--- src/rtl/cpu_pkg.sv ---
// Shared CPU constants and types used by the EX-stage multiply/divide unit.
package cpu_pkg;
  localparam int WIDTH         = 16;
  localparam int MULDIV_CYCLES = 16;

  localparam logic OP_MUL = 1'b0;
  localparam logic OP_DIV = 1'b1;

  typedef enum logic [1:0] {
    MD_IDLE,
    MD_CALC,
    MD_FIX,
    MD_DONE
  } muldiv_state_t;
endpackage

--- src/rtl/ex_muldiv_if.sv ---
// Bundle between the EX-stage controller (master) and the multiply/divide unit (slave).
interface ex_muldiv_if;
  import cpu_pkg::*;

  // start/op/operands are sampled only while idle and ~flush; the request is then
  // owned by the unit until done pulses for one cycle with result_hi/result_lo/
  // div_by_zero valid; those results hold until the next accepted start.
  logic             start;
  logic             op;
  logic [WIDTH-1:0] operand_a;
  logic [WIDTH-1:0] operand_b;
  logic             flush;
  logic             busy;
  logic             stall_req;
  logic             done;
  logic [WIDTH-1:0] result_hi;
  logic [WIDTH-1:0] result_lo;
  logic             div_by_zero;

  modport master (
    output start, op, operand_a, operand_b, flush,
    input  busy, stall_req, done, result_hi, result_lo, div_by_zero
  );

  modport slave (
    input  start, op, operand_a, operand_b, flush,
    output busy, stall_req, done, result_hi, result_lo, div_by_zero
  );
endinterface

--- src/rtl/muldiv_sign_fix.sv ---
// Conditional two's-complement negate; with neg = msb it yields the magnitude.
module muldiv_sign_fix #(
  parameter int W = 16
) (
  input  logic [W-1:0] val,
  input  logic         neg,
  output logic [W-1:0] res
);
  assign res = neg ? -val : val;
endmodule

--- src/rtl/ex_muldiv.sv ---
// Multi-cycle signed MUL/DIV: magnitudes are iterated for 16 cycles, then sign-fixed.
module ex_muldiv
  import cpu_pkg::*;
(
  input  logic          clk,
  input  logic          rst,
  ex_muldiv_if.slave    bus,
  output muldiv_state_t state_dbg
);
  localparam logic [3:0] LAST_ITER = 4'(MULDIV_CYCLES - 1);
  localparam logic [3:0] MSB_IDX   = 4'(WIDTH - 1);

  muldiv_state_t      state;
  logic [3:0]         cnt;
  logic [WIDTH-1:0]   mag_a, mag_b, abs_a, abs_b;
  logic               op_q, res_sign, a_sign;
  logic [2*WIDTH-1:0] acc, addend, prod_fixed;
  logic [WIDTH-1:0]   rem, quo_fixed, rem_fixed, trial;
  logic [WIDTH:0]     rem_shift;
  logic               no_borrow;
  logic               done_q, dbz_q;
  logic [WIDTH-1:0]   res_hi, res_lo;
  logic               accept;

  assign accept        = (state == MD_IDLE) && bus.start && !bus.flush;
  assign bus.stall_req = accept || (state == MD_CALC) || (state == MD_FIX);
  assign bus.busy      = (state != MD_IDLE);
  assign bus.done      = done_q;
  assign bus.result_hi = res_hi;
  assign bus.result_lo = res_lo;
  assign bus.div_by_zero = dbz_q;
  assign state_dbg     = state;

  muldiv_sign_fix #(.W(WIDTH)) u_abs_a (.val(bus.operand_a), .neg(bus.operand_a[WIDTH-1]), .res(abs_a));
  muldiv_sign_fix #(.W(WIDTH)) u_abs_b (.val(bus.operand_b), .neg(bus.operand_b[WIDTH-1]), .res(abs_b));
  muldiv_sign_fix #(.W(2*WIDTH)) u_prod (.val(acc), .neg(res_sign), .res(prod_fixed));
  muldiv_sign_fix #(.W(WIDTH)) u_quo (.val(acc[WIDTH-1:0]), .neg(res_sign), .res(quo_fixed));
  muldiv_sign_fix #(.W(WIDTH)) u_rem (.val(rem), .neg(a_sign), .res(rem_fixed));

  // Shift-add term: multiplicand shifted to the weight of the current multiplier bit.
  assign addend = mag_b[cnt] ? ({{WIDTH{1'b0}}, mag_a} << cnt) : '0;

  // Restoring step: bring down the next dividend bit MSB-first into a 17-bit
  // partial remainder; a successful trial never exceeds 16 bits.
  assign rem_shift = {rem, mag_a[MSB_IDX - cnt]};
  assign no_borrow = (rem_shift >= {1'b0, mag_b});
  assign trial     = rem_shift[WIDTH-1:0] - mag_b;

  always_ff @(posedge clk or posedge rst) begin
    if (rst) begin
      state    <= MD_IDLE;
      cnt      <= '0;
      mag_a    <= '0;
      mag_b    <= '0;
      op_q     <= OP_MUL;
      res_sign <= 1'b0;
      a_sign   <= 1'b0;
      acc      <= '0;
      rem      <= '0;
      done_q   <= 1'b0;
      dbz_q    <= 1'b0;
      res_hi   <= '0;
      res_lo   <= '0;
    end else begin
      done_q <= 1'b0;
      case (state)
        MD_IDLE: begin
          if (accept) begin
            if (bus.op == OP_DIV && bus.operand_b == '0) begin
              state  <= MD_DONE;
              done_q <= 1'b1;
              res_hi <= bus.operand_a;
              res_lo <= '1;
              dbz_q  <= 1'b1;
            end else begin
              state    <= MD_CALC;
              mag_a    <= abs_a;
              mag_b    <= abs_b;
              op_q     <= bus.op;
              res_sign <= bus.operand_a[WIDTH-1] ^ bus.operand_b[WIDTH-1];
              a_sign   <= bus.operand_a[WIDTH-1];
              cnt      <= '0;
              acc      <= '0;
              rem      <= '0;
              dbz_q    <= 1'b0;
            end
          end
        end
        MD_CALC: begin
          if (bus.flush) begin
            state <= MD_IDLE;
          end else begin
            if (op_q == OP_MUL) begin
              acc <= acc + addend;
            end else begin
              rem <= no_borrow ? trial : rem_shift[WIDTH-1:0];
              acc <= {acc[2*WIDTH-2:0], no_borrow};
            end
            cnt <= cnt + 4'd1;
            if (cnt == LAST_ITER) state <= MD_FIX;
          end
        end
        MD_FIX: begin
          if (bus.flush) begin
            state <= MD_IDLE;
          end else begin
            if (op_q == OP_MUL) begin
              res_hi <= prod_fixed[2*WIDTH-1:WIDTH];
              res_lo <= prod_fixed[WIDTH-1:0];
            end else begin
              res_hi <= rem_fixed;
              res_lo <= quo_fixed;
            end
            done_q <= 1'b1;
            state  <= MD_DONE;
          end
        end
        default: state <= MD_IDLE;
      endcase
    end
  end
endmodule

--- src/flat_wrapper.sv ---
// flat-port wrapper written by rule: the top's interface ports become plain ports
module ex_muldiv_flat import cpu_pkg::*;
  (clk, rst, state_dbg, bus_start, bus_op, bus_operand_a, bus_operand_b, bus_flush, bus_busy, bus_stall_req, bus_done, bus_result_hi, bus_result_lo, bus_div_by_zero);
  ex_muldiv_if bus_i ();
  input  logic clk;
  input  logic rst;
  output muldiv_state_t state_dbg;
  input wire logic [$bits(bus_i.start)-1:0] bus_start;
  input wire logic [$bits(bus_i.op)-1:0] bus_op;
  input wire logic [$bits(bus_i.operand_a)-1:0] bus_operand_a;
  input wire logic [$bits(bus_i.operand_b)-1:0] bus_operand_b;
  input wire logic [$bits(bus_i.flush)-1:0] bus_flush;
  output wire logic [$bits(bus_i.busy)-1:0] bus_busy;
  output wire logic [$bits(bus_i.stall_req)-1:0] bus_stall_req;
  output wire logic [$bits(bus_i.done)-1:0] bus_done;
  output wire logic [$bits(bus_i.result_hi)-1:0] bus_result_hi;
  output wire logic [$bits(bus_i.result_lo)-1:0] bus_result_lo;
  output wire logic [$bits(bus_i.div_by_zero)-1:0] bus_div_by_zero;
  assign bus_i.start = bus_start;
  assign bus_i.op = bus_op;
  assign bus_i.operand_a = bus_operand_a;
  assign bus_i.operand_b = bus_operand_b;
  assign bus_i.flush = bus_flush;
  assign bus_busy = bus_i.busy;
  assign bus_stall_req = bus_i.stall_req;
  assign bus_done = bus_i.done;
  assign bus_result_hi = bus_i.result_hi;
  assign bus_result_lo = bus_i.result_lo;
  assign bus_div_by_zero = bus_i.div_by_zero;
  ex_muldiv u_core (.clk(clk), .rst(rst), .bus(bus_i), .state_dbg(state_dbg));
endmodule
--- config.mk ---
export PLATFORM = sky130hd
export DESIGN_NAME = ex_muldiv_flat
export DESIGN_NICKNAME = d
export VERILOG_FILES = /design/src/rtl/cpu_pkg.sv /design/src/rtl/ex_muldiv_if.sv /design/src/rtl/muldiv_sign_fix.sv /design/src/rtl/ex_muldiv.sv /design/src/flat_wrapper.sv
export SDC_FILE = /design/constraint.sdc
export NUM_CORES = 1
export LEC_CHECK = 0
export ABC_CLOCK_PERIOD_IN_PS = 6520
export BUFFER_PORTS_ARGS = -buffer_cell sky130_fd_sc_hd__buf_2
export CAP_MARGIN = 25
export CORE_MARGIN = 4
export CORE_UTILIZATION = 30
export CTS_CLUSTER_DIAMETER = 200
export DETAILED_ROUTE_END_ITERATION = 16
export PLACE_DENSITY = 0.49
export SKIP_CTS_REPAIR_TIMING = 1
export SYNTH_ARGS = -nofsm -noshare
export SYNTH_HDL_FRONTEND = slang
export SYNTH_SLANG_ARGS = --single-unit
--- constraint.sdc ---
create_clock -name clk -period 6.52 [get_ports clk]
set_input_delay 1.63 -clock clk [delete_from_list [all_inputs] [get_ports clk]]
set_output_delay 1.63 -clock clk [all_outputs]
set_load 0.01 [all_outputs]
After elaboration in Yosys (flattened, before gate mapping)
Index checks and enable logic that the tools add are counted.

Add/subtract/negate cells: 9. Magnitude comparators: 3. Equality and inequality tests: 10. Shift operators: 1. Multiplexer cells: 45. Bitwise operators: 2. Reductions and logical operators: 17.

Operators by type and width (number): two-way mux 16 bit (17); two-way mux 32 bit (6); case mux 16 bit (2 select lines) (3); negation 16 bit (4); case mux 32 bit (2 select lines) (1); adder 32 bit (1); negation 32 bit (1); left shift 16 x 4 -> 32 bit (1); greater-or-equal comparator 17 x 16 -> 1 bit (1); zero test 16 bit (1); subtractor 16 bit (1); two-way mux 4 bit (3); less-than comparator 4 x 5 -> 1 bit, second input constant (2); two-way mux 2 bit (5); binary-select mux 1 bit (select 4 bit) (2); != test 2 bit, second input constant (4); case mux 4 bit (2 select lines) (1); AND reduction 4 bit (2); case mux 2 bit (3 select lines) (1); nonzero test 2 bit (3); two-way mux 1 bit (5); AND reduction 5 bit (1); adder 4 x 1 -> 4 bit, second input constant (1); equality test 4 bit, second input constant (1); other kinds (14) (19).

Flip-flop bits (word level): 123. Output and inout port bits: 38.

Longest topological paths before layout
Gate-level depths: netlist (run 1).

Depth in word-level cells: 8. Depth in mapped cells: 20. Mapped depth without buffers: 17.

Hierarchy
A second synthesis (run 1) with hierarchy kept.

Cells, all modules: 1292. Area, all modules: 11100.6 µm².

By module, submodules not included: ex_muldiv (times used 1, cells an instance 983, area each 8780.9 µm²); muldiv_sign_fix (u_core.u_abs_a ...) (times used 3, cells an instance 51, area each 399.1 µm²); muldiv_sign_fix (u_core.u_prod) (times used 1, cells an instance 108, area each 767.0 µm²); muldiv_sign_fix (u_core.u_rem) (times used 1, cells an instance 48, area each 355.3 µm²).

Least setup slack after synthesis (run 1)
No wires, ideal clock.

Path kind: register to register. Start: register u_core.cnt[0]. End: register u_core.acc[30]. Arrival time: 4.438 ns. Required time: 6.394 ns. Setup slack: 1.956 ns. Cell stages (with the launch flop): 17. Path buffers: 3. Period minus slack after synthesis: 4.564 ns. Cell sequence: dfrtp_1 > clkbuf_1 > clkbuf_1 > clkbuf_1 > mux2i_1 > or3_1 > or2_2 > fa_1 > nor2b_1 > o31a_1 > o22ai_1 > o31ai_1 > nand4_1 > a32oi_1 > mux2i_1 > a21oi_1 > a221o_1.

Word-level cells in the longest chain between the ends: 7.

RTL lines: start, declared (line ex_muldiv.sv:14) `logic [3:0] cnt;`; start signal, assigned (line ex_muldiv.sv:99) `cnt <= cnt + 4'd1;`; binary-select mux 1 bit (select 4 bit) (line ex_muldiv.sv:41) `assign addend = mag_b[cnt] ? ({{WIDTH{1'b0}}, mag_a} << cnt) : '0;`; two-way mux 1 bit (implied by the code) (line ex_muldiv.sv:41); two-way mux 32 bit (*) (line ex_muldiv.sv:41); adder 32 bit (*) (line ex_muldiv.sv:94) `acc <= acc + addend;`; two-way mux 32 bit (*) (line ex_muldiv.sv:93) `if (op_q == OP_MUL) begin`; two-way mux 32 bit (*) (line ex_muldiv.sv:90) `if (bus.flush) begin`; case mux 32 bit (2 select lines) (*) (line ex_muldiv.sv:66) `case (state)`; end signal, assigned (line ex_muldiv.sv:94); end signal, assigned (line ex_muldiv.sv:97) `acc <= {acc[2*WIDTH-2:0], no_borrow};`; end, declared (line ex_muldiv.sv:17) `logic [2*WIDTH-1:0] acc, addend, prod_fixed;`.

Every way passes the cells marked *; elsewhere a longest branch is shown, timed or not. The select of a mux whose other input is x is not followed. A chain may end at the register's enable or synchronous reset.

Worst setup path in the final report (run 1)
Ends and elaborated chain as after synthesis.

==> results.txt, run 1 <==
Synthesized net count - 1323
RSZ-0062 raised after global routing - no
Worst slew pin tran - 778 ps
CTS tree - built
Cell accounting for the most synthesized area - dfrtp_1
Post-DR vias/cell - 5.25
Placement-stage cell area - 10900 um2
DP HPWL - 25.7 mm
H-tree depth - 4
DRC Markers - 0
CP Data Arrival Time - 5330 ps
Yosys reg bits - 123
Worst Hold Class - reg -> reg
Post-synth EDFFs - 0
Crit Path Class - reg -> reg
Final Hold Vio Count - 0
Fin crit share - 77.0%
First-pass GRT wire length - 50.9 mm
Max-Cap Viols - 0
Total CTS buffers - 17
Max VDD drop - 0.196 mV
Inst Count DP - 1695
Pwr Density - 278 nW/um2
Die Span Y - 192 um
Post-synthesis cell count - 1232
Final setup vio count - 0
GRT Total Usage - 17.9%
Synth Area per Inst - 8.22 um2
Placement Setup Slack - 1520 ps
Maximum operating frequency - 199 MHz
Leakage - 5.12 nW
CP Launch Type - flop
Initial antenna violation count - 5
Ys async rst share - 100%
Max_slew headroom - 47.7%
Min-Delay Path Depth - 2
Critical Path RT - 6820 ps
Synth top area share - 30.4%
Initial Util - 30.3%
Slew Viols, Final - 0
Yosys warns - 0
Die area - 36800 um2
Most frequent cells in the layout - 132 x nand2_1, 126 x o21ai_0, 122 x dfrtp_1
Crit. End Element - flop
R2R setup slack - 1500 ps
Total Nets Final - 1359
Status - completed
# clock sinks - 123
Input/output buffers - 74
Final setup margin - 1500 ps
Ys flop type - dfrtp_1
DR WL/cell - 19.0 um
CP Max Fanout - 18
Reg clk slew, reported paths - 60 ps
Via count - 9072
Non-Filler Instances - 1728
DIE WIDTH - 192 um
Vias in the first global route - 8680
Detailed-router iteration count before antenna repair - 5
Share of layout cells above drive strength 1 - 13.0%
Final Critical Period - 5020 ps
FP Rows - 67
Worst hold slack - 482 ps
TNS Setup - 0 ps
Final ANT Viol Nets - 0
Drt first-iter violations - 668
Synth top area cells - dfrtp_1 30%, ha_1 6.4%, o21ai_0 6.2%
Final GP Congestion - 0.899
Finished layout cell area - 11500 um2
Mapped Area - 10100 um2
Yosys cell types - 68
Root Buffer - clkbuf_16
Register area share after synthesis - 30.4%
Largest net degree at the start of global routing - 72
Area growth syn-to-layout - 13.7%
I/O pin total - 75
Skew final - 9.07 ps
Maximum clock path buffer count - 2
Commonest non-fill, non-tap cell in the layout - nand2_1
Post-Route WL - 32.9 mm
Overflow after GRT - 0
Area of the core - 33400 um2
Cells on worst reg2reg path - 15
Fill count - 3454
Worst-Skew Late Latency - 430 ps
==> final timing paths <==
check / startpoint / end
max: u_core.cnt[0] / u_core.acc[30]
min: u_core.bus.result_hi[7] / u_core.bus.result_hi[7]
max reg2reg: u_core.cnt[0] / u_core.acc[30]
min reg2reg: u_core.bus.result_hi[7] / u_core.bus.result_hi[7]
max in group asynchronous: rst / u_core.acc[0]
min in group asynchronous: rst / u_core.bus.result_hi[14]
==> sequential cells by signal, indices dropped and copies added (netlist names) <==
register / count
u_core.acc: 32
u_core.bus.result_hi: 16
u_core.bus.result_lo: 16
u_core.mag_a: 16
u_core.mag_b: 16
u_core.rem: 16
u_core.cnt: 4
u_core.state_dbg: 2
u_core.a_sign: 1
u_core.bus.div_by_zero: 1
u_core.bus.done: 1
u_core.op_q: 1
u_core.res_sign: 1
==> logic make-up (layout without fill, tap and decap cells) <==
logic type,after synthesis,after routing,synth area share [%]
AOI/OAI and AO/OA,383,383,23.3
buffers and inverters,119,166,4.60
adders and majority gates,54,54,6.82
and+or+nand+nor,391,391,18.7
xor gates and xnor gates,106,106,9.17
other,0,1,0
DFF,123,123,30.4
muxes,56,56,6.98
==> synth_stat cells (all sizes together), types with 8 or more instances <==
cell / n
a22oi: 12
nor3: 16
or3: 9
nor2b: 12
a21oi: 95
buf: 17
ha: 52
mux2i: 38
nand2: 133
nand4: 11
or4: 10
a31oi: 21
o21ai: 129
xnor2: 56
a211oi: 15
inv: 47
nor2: 111
a21o: 16
xor2: 50
or2: 8
o21a: 16
and3: 16
dfrtp: 123
o31ai: 28
o41ai: 9
mux4: 11
clkbuf: 55
nand3: 23
and2: 11
==> report_power, final <==
part	switching (mW)	total (mW)	internal, mW
logic	0.759	1.27	0.512
clock network	0.357	0.938	0.581
registers	0.141	0.995	0.854
total	1.26	3.20	1.95
==> routing by layer <==
layer | vias up | global-route usage, % | share of wire (%)
met5 | - | 0 | 0
li1 | 4513 | - | -
met3 | 23 | 4.58 | 7.7
met4 | 0 | 3.95 | 1.3
met2 | 269 | 24.8 | 40
met1 | 4267 | 27.7 | 51
==> worst max-delay path, cell delays in order (launching register included) <==
cell      delay, ps
dfrtp_1         350
buf_4           280
mux4_2          550
o21ai_0         420
a21o_1          230
and2_1          460
a211oi_1        110
ha_1            410
and3_1          220
nand2_1          80
o31ai_1         650
nand4_1         180
a32oi_1         350
mux2i_1         230
a21oi_1          90
a221o_1         300
==> area by class of cell <==
cell class	instances	area (um2)	share of cell area, %
diodes	1	2.50	0.0217
flip-flops and latches	123	3080	26.7
clock buffers	25	515	4.48
multi-input cells	990	6600	57.3
inverters	47	179	1.55
clock inverters	5	58.8	0.511
repair buffers	89	523	4.54
well taps	448	561	4.87
==> stage by stage <==
stage               total power, mW  utilization [%]
global placement               2.27             32.5
detailed placement             2.27             32.5
CTS                            3.22             34.3
floorplan                      1.91                -
global route                   3.41             34.4
finish                         3.20             34.4
Power figures use the tool's default switching activity.
==> run 2, diff against run 1 <==
--- a/config.mk
+++ b/config.mk
@@ -5,14 +5,14 @@
 export SDC_FILE = /design/constraint.sdc
 export NUM_CORES = 1
 export LEC_CHECK = 0
-export ABC_CLOCK_PERIOD_IN_PS = 6520
+export ABC_CLOCK_PERIOD_IN_PS = 4400
 export BUFFER_PORTS_ARGS = -buffer_cell sky130_fd_sc_hd__buf_2
 export CAP_MARGIN = 25
 export CORE_MARGIN = 4
 export CORE_UTILIZATION = 30
 export CTS_CLUSTER_DIAMETER = 200
 export DETAILED_ROUTE_END_ITERATION = 16
-export PLACE_DENSITY = 0.49
+export PLACE_DENSITY = 0.5
 export SKIP_CTS_REPAIR_TIMING = 1
 export SYNTH_ARGS = -nofsm -noshare
 export SYNTH_HDL_FRONTEND = slang
==> constraint.sdc (replaced) <==
create_clock -name clk -period 4.4 [get_ports clk]
set_input_delay 1.1 -clock clk [delete_from_list [all_inputs] [get_ports clk]]
set_output_delay 1.1 -clock clk [all_outputs]
set_load 0.01 [all_outputs]
==> run 2 against run 1 <==
  * Wire length up 0.31%
  * Total power rose by 53%
  * Setup slack worse by 1200 ps
  * Critical path depth up 1
  * Via count rose by 2.7%
  * Final cell count rose by 2.1%
  * Core utilization rose by 1.1 points
  * Combinational power rose by 54%
  * Non-clock buffer count increased by 35
  * Final area is 3.1% higher
  * Flip-flop and latch count unchanged
  * Critical path type unchanged
  * Largest power group unchanged
  * Highest routed layer unchanged
==> results.txt, run 2 (synthesis gave the netlist of run 1 again) <==
First-pass GRT wire length - 51.5 mm (+1.2%)
Net Switching - 1.91 mW (+52%)
RSZ-0062 raised after global routing - no
Final setup vio count - 0 (unchanged)
Non-Filler Instances - 1764 (+2.1%)
DP HPWL - 25.8 mm (+0.74%)
Initial antenna violation count - 1 (-4)
Critical Path RT - 4710 ps (-2110 ps)
CP Launch Type - flop
Vias in the first global route - 8671 (-0.10%)
Crit. End Element - flop
Max_slew headroom - 52.1% (+4.3 points)
Crit Reg-Reg Endpoint - u_core.acc[30]
R2R setup slack - 330 ps (-1170 ps)
Total power - 4.90 mW (+53%)
Maximum operating frequency - 246 MHz (+23%)
H-tree depth - 4 (unchanged)
Drt first-iter violations - 750 (+12%)
Die area - 36800 um2 (unchanged)
Hold Startpoint - u_core.bus.result_hi[0]
Total CTS buffers - 17 (unchanged)
CP Data Arrival Time - 4380 ps (-950 ps)
Worst hold slack - 478 ps (-4.33 ps)
Max VDD drop - 0.244 mV (+25%)
Root Buffer - clkbuf_16
# clock sinks - 123 (unchanged)
R2R Path Start - u_core.cnt[0]
Die Span Y - 192 um (unchanged)
Pwr Density - 413 nW/um2 (+49%)
Status - completed
Sequential Power Share - 29.5% (-1.6 points)
Leakage - 5.31 nW (+3.8%)
DIE WIDTH - 192 um (unchanged)
Placement Setup Slack - 151 ps (-1370 ps)
Min-Delay Path Depth - 2 (unchanged)
Largest net degree at the start of global routing - 72 (unchanged)
Worst-Skew Late Latency - 430 ps (about the same)
Input/output buffers - 74 (unchanged)
Worst slew pin tran - 701 ps (-76.7 ps)
Commonest non-fill, non-tap cell in the layout - nand2_1
GRT Total Usage - 17.9% (about the same)
Slew Viols, Final - 0 (unchanged)
Comb power frac - 39.8% (about the same)
Final ANT Viol Nets - 0 (unchanged)
Area growth syn-to-layout - 17.2%
CP Max Fanout - 12 (-6)
I/O pin total - 75 (unchanged)
CTS tree - built
Most frequent cells in the layout - 132 x nand2_1, 124 x o21ai_0, 121 x dfrtp_1
Finished Core Util - 35.5% (+1.1 points)
FP Rows - 67 (unchanged)
Finished layout cell area - 11900 um2 (+3.1%)
Skew final - 12.6 ps (+3.48 ps)
Switching share of power - 39.0% (-0.24 points)
Cell Int Power - 2.99 mW (+54%)
Final GP Congestion - 0.939 (+4.5%)
Max reg flops - 32 (unchanged)
Post-DR vias/cell - 5.28 (+0.63%)
Share of layout cells above drive strength 1 - 15.7% (+2.8 points)
Overflow after GRT - 0 (unchanged)
DRC Markers - 0 (unchanged)
DR WL/cell - 18.7 um (-1.7%)
Via count - 9319 (+2.7%)
Cells on worst reg2reg path - 16 (+1)
Crit Path Class - reg -> reg
Clk pwr share - 30.8% (+1.5 points)
Placement-stage cell area - 11200 um2 (+3.3%)
Final Critical Period - 4070 ps (-953 ps)
Final Hold Vio Count - 0 (unchanged)
Reg clk slew, reported paths - 70 ps (about the same)
Post-Route WL - 33.0 mm (+0.31%)
Worst Hold Class - reg -> reg
Total Nets Final - 1394 (+2.6%)
Area of the core - 33400 um2 (unchanged)
Most flop-heavy register - u_core.acc
Fin crit share - 92.5% (+15 points)
Detailed-router iteration count before antenna repair - 5 (unchanged)
Initial Util - 30.3% (unchanged)
TNS Setup - 0 ps (unchanged)
Maximum clock path buffer count - 2 (unchanged)
Inst Count DP - 1732 (+2.2%)
Min-Delay Endpoint - u_core.bus.result_hi[0]
Final setup margin - 330 ps (-1170 ps)
Max-Cap Viols - 0 (unchanged)
Antenna cells - 0 (-1)
==> run 2: worst max path at each step <==
stage	from	end	slack [ps]	depth (start not counted)
3_3_place_gp	u_core.cnt[0]	u_core.acc[0]	280	17
6_report	u_core.cnt[0]	u_core.acc[30]	330	16
5_1_grt	u_core.cnt[0]	u_core.acc[30]	40	15
2_1_floorplan	u_core.cnt[0]	u_core.acc[30]	20	16
4_1_cts	u_core.cnt[0]	u_core.rem[5]	110	17
3_5_place_dp	u_core.cnt[0]	u_core.rem[5]	150	17
==> run 2: layer usage <==
metal	track usage, %	vias up	wire [um]
met5	0	-	0
met3	2.11	29	1470
met2	27.1	226	14300
met4	3.20	0	390
li1	-	4593	-
met1	27.6	4471	16800
==> run 2: critical path, stage by stage (launching register included) <==
cell and delay, ps:
dfrtp_2 430, mux4_2 520, o21ai_0 230, a21o_1 250, and2_1 230, buf_4 190
a211oi_1 60, ha_1 390, and3_1 210, and2_1 200, a21oi_1 110, o31ai_2 100
nand4_1 130, a32oi_1 290, mux2i_1 240, a21oi_1 90, a221o_1 280
==> run 2: power groups by stage <==
| stage | combinational (mW) | clock, mW | sequential, mW |
|---|---|---|---|
| after floorplan | 1.42 | 0 | 1.40 |
| after CTS | 1.95 | 1.53 | 1.44 |
| final | 1.95 | 1.51 | 1.44 |
| after detailed placement | 1.95 | 0 | 1.46 |
| after global placement | 1.94 | 0 | 1.46 |
| after global routing | 2.17 | 1.58 | 1.46 |
==> run 2: layout make-up <==
class / instances / area [um2]
timing repair buffer: 124 / 833
clock buffer: 19 / 443
sequential: 123 / 3080
multi-input combinational: 990 / 6610
clock inverter: 13 / 166
fill: 3491 / 21600
inverter: 47 / 179
tap: 448 / 561
